--- src/rtl/sklansky_addsub_pipe.sv ---
// Two-stage pipelined add/sub/absdiff/accumulate unit built on a Sklansky prefix adder.
// Optional unsigned saturation is enabled by defining SKLANSKY_SAT_EN.
module sklansky_addsub_pipe #(
  parameter int WIDTH = 16
) (
  input  logic             clk,
  input  logic             rst,
  input  logic             in_valid,
  output logic             in_ready,
  input  logic [1:0]       mode,
  input  logic             acc_clr,
  input  logic [WIDTH-1:0] a,
  input  logic [WIDTH-1:0] b,
  output logic             out_valid,
  input  logic             out_ready,
  output logic [WIDTH-1:0] sum,
  output logic             cout,
  output logic             ovf
);

  localparam int LEVELS = $clog2(WIDTH);
  localparam logic [1:0] MODE_ADD = 2'b00;
  localparam logic [1:0] MODE_SUB = 2'b01;
  localparam logic [1:0] MODE_ABS = 2'b10;
  localparam logic [1:0] MODE_ACC = 2'b11;

  // Handshake: a transfer happens on any edge where valid && ready are both high.
  // in_ready depends only on pipeline state, never on in_valid.
  logic             s1_valid;
  logic [WIDTH-1:0] s1_x, s1_y;
  logic             s1_cin, s1_clr, s1_swap;
  logic [1:0]       s1_mode;
  logic [WIDTH-1:0] acc_q;

  logic s2_adv, s1_adv, accept;
  assign s2_adv   = !out_valid || out_ready;
  assign s1_adv   = s1_valid && s2_adv;
  assign in_ready = !s1_valid || s2_adv;
  assign accept   = in_valid && in_ready;

  // Carry-in is folded into bit 0's generate so the tree yields every carry directly.
  function automatic logic [WIDTH:0] prefix_add(input logic [WIDTH-1:0] x,
                                                input logic [WIDTH-1:0] y,
                                                input logic cin);
    logic [WIDTH-1:0] p, gp, pp, gn, pn, carry;
    int j;
    p     = x ^ y;
    gp    = x & y;
    gp[0] = gp[0] | (p[0] & cin);
    pp    = p;
    for (int l = 0; l < LEVELS; l++) begin
      gn = gp;
      pn = pp;
      for (int i = 0; i < WIDTH; i++) begin
        if (((i >> l) & 1) == 1) begin
          j     = ((i >> l) << l) - 1;
          gn[i] = gp[i] | (pp[i] & gp[j]);
          pn[i] = pp[i] & pp[j];
        end
      end
      gp = gn;
      pp = pn;
    end
    carry = {gp[WIDTH-2:0], cin};
    return {gp[WIDTH-1], p ^ carry};
  endfunction

  logic [WIDTH-1:0] c_x, c_y;
  logic             c_cin, c_swap;

  always_comb begin
    c_x    = a;
    c_y    = b;
    c_cin  = 1'b0;
    c_swap = 1'b0;
    case (mode)
      MODE_SUB: begin
        c_y   = ~b;
        c_cin = 1'b1;
      end
      MODE_ABS: begin
        c_cin = 1'b1;
        if (a < b) begin
          c_x    = b;
          c_y    = ~a;
          c_swap = 1'b1;
        end else begin
          c_y = ~b;
        end
      end
      MODE_ACC: begin
        c_x = '0;
        c_y = a;
      end
      default: ;
    endcase
  end

  logic [WIDTH-1:0] op_x, raw_sum, res;
  logic             raw_cout, raw_ovf, flag_c;

  always_comb begin
    op_x = s1_x;
    if (s1_mode == MODE_ACC) op_x = s1_clr ? '0 : acc_q;
    {raw_cout, raw_sum} = prefix_add(op_x, s1_y, s1_cin);
    raw_ovf = (s1_mode != MODE_ABS) && (op_x[WIDTH-1] == s1_y[WIDTH-1]) &&
              (raw_sum[WIDTH-1] != op_x[WIDTH-1]);
    flag_c  = (s1_mode == MODE_ABS) ? s1_swap : raw_cout;
    res     = raw_sum;
`ifdef SKLANSKY_SAT_EN
    if ((s1_mode == MODE_ADD || s1_mode == MODE_ACC) && raw_cout) res = '1;
    else if (s1_mode == MODE_SUB && !raw_cout) res = '0;
`endif
  end

  always_ff @(posedge clk or negedge rst) begin
    if (!rst) begin
      s1_valid  <= 1'b0;
      s1_x      <= '0;
      s1_y      <= '0;
      s1_cin    <= 1'b0;
      s1_clr    <= 1'b0;
      s1_swap   <= 1'b0;
      s1_mode   <= MODE_ADD;
      out_valid <= 1'b0;
      sum       <= '0;
      cout      <= 1'b0;
      ovf       <= 1'b0;
      acc_q     <= '0;
    end else begin
      if (accept) begin
        s1_valid <= 1'b1;
        s1_x     <= c_x;
        s1_y     <= c_y;
        s1_cin   <= c_cin;
        s1_clr   <= acc_clr;
        s1_swap  <= c_swap;
        s1_mode  <= mode;
      end else if (s1_adv) begin
        s1_valid <= 1'b0;
      end
      // acc_q follows the loaded result so a trailing acc in stage 1 sees it next cycle.
      if (s2_adv) begin
        out_valid <= s1_valid;
        if (s1_valid) begin
          sum  <= res;
          cout <= flag_c;
          ovf  <= raw_ovf;
          if (s1_mode == MODE_ACC) acc_q <= res;
        end
      end
    end
  end

endmodule
--- config.mk ---
export PLATFORM = sky130hd
export DESIGN_NAME = sklansky_addsub_pipe
export DESIGN_NICKNAME = d
export VERILOG_FILES = /design/src/rtl/sklansky_addsub_pipe.sv
export SDC_FILE = /design/constraint.sdc
export NUM_CORES = 1
export LEC_CHECK = 0
export BUFFER_PORTS_ARGS = -buffer_cell sky130_fd_sc_hd__buf_2
export CAP_MARGIN = 20
export CORE_AREA = 2 2 96 98
export CTS_BUF_LIST = sky130_fd_sc_hd__clkbuf_16
export DETAILED_ROUTE_END_ITERATION = 10
export DIE_AREA = 0 0 98 100
export PLACE_DENSITY = 0.85
export SETUP_SLACK_MARGIN = 0.15
export SLEW_MARGIN = 20
export SYNTH_ARGS = -nofsm -noshare
export SYNTH_HDL_FRONTEND = slang
export SYNTH_SLANG_ARGS = --single-unit
--- constraint.sdc ---
create_clock -name clk -period 3.89 [get_ports clk]
set_clock_uncertainty 0.15 [all_clocks]
set_input_delay 0 -clock clk [delete_from_list [all_inputs] [get_ports clk]]
set_output_delay 0 -clock clk [all_outputs]
set_load 0.02 [all_outputs]
[After elaboration in Yosys (flattened, before gate mapping)]
Index checks and enable logic that the tools add are counted.
Operators by class
  eq/ne operators: 8
  bitwise gates (word level): 88
  muxes and demuxes: 12
  order comparisons: 1
  reduce and logical (&&, ||, !) cells: 12
Operators with widths (count)
  16-bit two-way mux: 4
  1-bit AND: 50
  16-bit case mux with 3 select lines: 1
  1-bit bitwise OR: 33
  16-bit NOT: 2
  16-bit case mux with 2 select lines: 1
  16-bit XOR: 2
  16-bit AND: 1
  16-bit < comparator: 1
  2-bit == test (second input constant): 4
  1-bit two-way mux: 6
  1-bit logical AND: 4
  3-bit AND reduction: 1
  2-bit by 1-bit == test with 1-bit output (second input constant): 1
  1-bit zero test: 2
  1-bit logical OR: 2
  2-bit inequality test (second input constant): 1
  2-bit AND reduction: 1
  2-bit nonzero test: 1
  2-bit OR reduction: 1
  1-bit == test: 1
  1-bit inequality test: 1
Word-level totals
  bits in registers: 73

[Longest topological paths before layout]
  depth after elaboration: 16
  mapped depth: 15
  mapped depth without buffers: 14

[Worst setup path after synthesis]
No wires, ideal clock.
  kind: reg2reg
  start: register s1_mode[0]
  end: register acc_q[8]
  required time: 3615 ps
  cell stages (with the launch flop): 15
  path slack: 687 ps
  arrival time: 2928 ps
  cell sequence: dfrtp_1 nand2_1 clkbuf_1 nand2_1 o21ai_0 fa_1 inv_1 fa_1 nor2b_1 o2111ai_1 a21oi_1 o21ai_0 nand2b_1 fa_1 mux2_2
Between the ends
  longest elaborated chain between the ends: 12
  elaborated cells on any way between the ends: 26
  those cells by class: eq/ne (1); mux (1); bitwise (23); reduce/logical (1)
RTL lines
  from (decl): line 32  | logic [1:0] s1_mode;
  from (signal assigned): line 138  | s1_mode <= mode;
  2-bit == test *: line 104  | if (s1_mode == MODE_ACC) op_x = s1_clr ? '0 : acc_q;
  16-bit two-way mux *: line 104
  16-bit XOR: line 47  | p = x ^ y;
  1-bit AND: line 49  | gp[0] = gp[0] | (p[0] & cin);
  1-bit bitwise OR: line 49
  1-bit AND: line 57  | gn[i] = gp[i] | (pp[i] & gp[j]);
  1-bit bitwise OR: line 57
  1-bit AND: line 57
  1-bit bitwise OR: line 57
  1-bit AND: line 57
  1-bit bitwise OR: line 57
  16-bit XOR *: line 65  | return {gp[WIDTH-1], p ^ carry};
  via raw_sum[8]: line 99  | logic [WIDTH-1:0] op_x, raw_sum, res;
  to (signal assigned): line 149  | if (s1_mode == MODE_ACC) acc_q <= res;
  to (decl): line 33  | logic [WIDTH-1:0] acc_q;
Mark *: on every way through the listed nets, which the timed path passes. The rest lies on a longest branch.
A chain may end at the register's enable or synchronous reset.

[Final worst setup path]
  start: input port b[5]
  end: register s1_x[3]
Between the ends
  longest elaborated chain between the ends: 3
RTL lines
  from (decl): line 13  | input logic [WIDTH-1:0] b,
  16-bit < comparator: line 83  | if (a < b) begin
  16-bit two-way mux: line 83
  16-bit case mux with 2 select lines: line 76  | case (mode)
  to (signal assigned): line 119  | s1_x <= '0;
  to (signal assigned): line 133  | s1_x <= c_x;
  to (decl): line 30  | logic [WIDTH-1:0] s1_x, s1_y;
Every way passes these cells.

==> impl_metrics.py <==
metrics = {
    "timing": {
        "maxSlewHeadroom": 0.252,
        "finalCriticalPeriod_ps": 3550,
        "tightestPinTransition_ps": 1120,
        "finalHoldViolCount": 0,
        "min_period_over_period": 0.912,
        "setup_violations": 0,
        "max_freq_ghz": 0.282,
        "slew_violations": 0,
        "rsz0062_at_grt": "no",
        "fin_setup_tns_ps": 0,
        "worst_slack_ps": 341,
    },
    "worst_hold_path": {
        "hold_class": "in -> reg",
    },
    "cts": {
        "cts_buffers": 9,
        "htree_levels": 3,
        "tritoncts": "yes",
        "clock-root-buffer": "clkbuf_16",
        "clkTransAtPathRegs_ps": 60,
        "cts_resized": 0,
        "cts_buffer_depth": 2,
        "cts.sinks": 73,
        "clkLatencyLatePin_ps": 340,
    },
    "synth": {
        "synth_seq_cells": 73,
        "netlist_area_mm2": 0.00500,
        "yosys-top-cells-area": "dfrtp_1 37%, ha_1 8.3%, o221a_2 7.2%",
        "yosysWarnings": 0,
        "syn-mean-instance-area_um2": 8.68,
        "synthFlopType": "dfrtp_1",
        "syn_inst": 576,
        "synth_async_sr_flop_share": 1.00,
        "synth.distinct_cells": 43,
        "synth_seq_area_share": 0.365,
        "syn_nets": 653,
        "synth_edf_count": 0,
        "synthDominantCellAreaShare": 0.365,
        "synth.largest_area_cell": "dfrtp_1",
    },
    "floorplanning": {
        "die_area_mm2": 0.00980,
        "io_pins": 59,
        "std_cell_rows": 35,
        "die_height_um": 100,
        "start_util": 0.562,
        "core_mm2": 0.00889,
        "die_w_um": 98,
    },
    "layout": {
        "final_common_cell": "nand2_1",
        "layout-drive-gt1-share": 0.191,
        "diodes": 0,
        "finalNetCount": 737,
        "mostFrequentLayoutCells": "91 x nand2_1, 73 x dfrtp_1, 58 x buf_2",
        "area_growth_pct": 21.0,
    },
    "drt": {
        "drtPass1Iterations": 6,
        "post_drt_via_cell_ratio": 6.22,
        "dr.first_iter.drc_count": 272,
        "vias": 4827,
        "routed_wl_um": 14000,
        "routedWlPerCell_um": 18.0,
        "drc": 0,
        "ant_nets": 0,
    },
    "global_routing": {
        "grt_pass1_vias": 4565,
        "antenna_found_initial": 0,
        "overflow": 0,
        "grt_max_degree": 67,
        "grt_pass1_wl_um": 22700,
        "grt_usage": 0.290,
    },
    "worst_setup_path": {
        "critical_path_class": "in -> reg",
        "start_kind": "primary input",
        "reg2reg_slack_ps": 370,
        "required_ps": 4010,
        "crit_fanout": 16,
        "endpoint_kind": "register",
        "cp.arrival_ps": 3670,
    },
    "placed_design": {
        "pre_cts_slack_ps": 401,
        "numPortBuffers": 58,
        "gp_congestion": 0.915,
        "dp_hpwl_um": 9380,
    },
    "pwr": {
        "p_per_area_mw_per_mm2": 553,
        "ir_worst_vdd_mv": 0.227,
        "p_leak_uw": 0.00271,
    },
    "job": {
        "drv_cap": 0,
    },
    "run_status": {
        "status": "completed",
    },
}
cell families after synthesis:
logic type      share of synthesized area
fa+ha+maj                           0.103
flops                               0.365
xor+xnor                           0.0105
buf+inv                            0.0493
mux                                0.0270
simple gates                        0.179
compound gates                      0.266
flip-flops by register name, summed over array words and instances (netlist names):
| name | flops |
|---|---|
| acc_q | 16 |
| cout | 1 |
| out_valid | 1 |
| ovf | 1 |
| s1_cin | 1 |
| s1_clr | 1 |
| s1_mode | 2 |
| s1_swap | 1 |
| s1_valid | 1 |
| s1_x | 16 |
| s1_y | 16 |
| sum | 16 |
layer usage:
layer | global-route usage | vias up | part of all wire
met4 | 0.125 | 0 | 0.022
met1 | 0.389 | 2286 | 0.43
met5 | 0 | - | 0
li1 | - | 2269 | -
met2 | 0.470 | 242 | 0.47
met3 | 0.0460 | 30 | 0.077
cell usage after synthesis (all sizes together), types with 5 or more instances:
| cell type | instances |
|---|---|
| buf | 6 |
| fa | 5 |
| o211ai | 18 |
| nor2 | 24 |
| o221a | 32 |
| mux2 | 12 |
| a21o | 5 |
| nand2b | 35 |
| clkbuf | 27 |
| o31ai | 11 |
| nand3 | 20 |
| nand2 | 91 |
| ha | 33 |
| o21ai | 52 |
| inv | 28 |
| dfrtp | 73 |
| o22ai | 16 |
| a21oi | 46 |
where the power goes:
group	switching (uW)	internal, uW	total [uW]
Clock	332	496	828
Sequential	170	1000	1170
Combinational	758	589	1350
path summary, 6_finish.rpt:
path	cells past startpoint	end	startpoint
worst min register to register	2	sum[1]	sum[1]
worst min-delay path	4	s1_y[7]	a[7]
max in group asynchronous	3	s1_x[12]	rst
min in group asynchronous	2	sum[9]	rst
worst max-delay path	11	s1_x[3]	b[5]
worst max register to register	12	sum[8]	s1_clr
area by class of cell:
cell class,count,area [um2]
multi-input cells,442,2930
fillers,673,2840
flip-flops and latches,73,1830
repair buffers,106,757
clock buffers,9,225
well taps,111,139
inverters,28,105
clock inverters,7,71.3
critical path: stages:
cell           delay [ps]
dlygate4sd3_1         540
buf_2                 140
inv_1                 100
ha_1                  250
a21o_1                190
a21oi_1               140
nor2b_1                80
a2111oi_4             660
or3_1                 680
o221a_2               330
dlygate4sd3_1         560
through the flow:
step	instances	hold WS, ps	cell area, um2	util	power [uW]
3_5_place_dp	718	-8.98	5330	0.600	2440
2_1_floorplan	576	-446	5000	-	2040
3_3_place_gp	718	-22.2	5330	0.600	2370
4_1_cts	775	0.376	6040	0.680	3340
6_report	776	13.6	6050	0.681	3350
5_1_grt	776	39.6	6050	0.681	3550
repair_timing:
action	4_1_cts	5_1_grt
setup buffers	0	0
hold endpoints to repair	75	0
hold buffers	41	0
endpoints found under the setup margin	0	0
(Power assumes the default switching activity.)
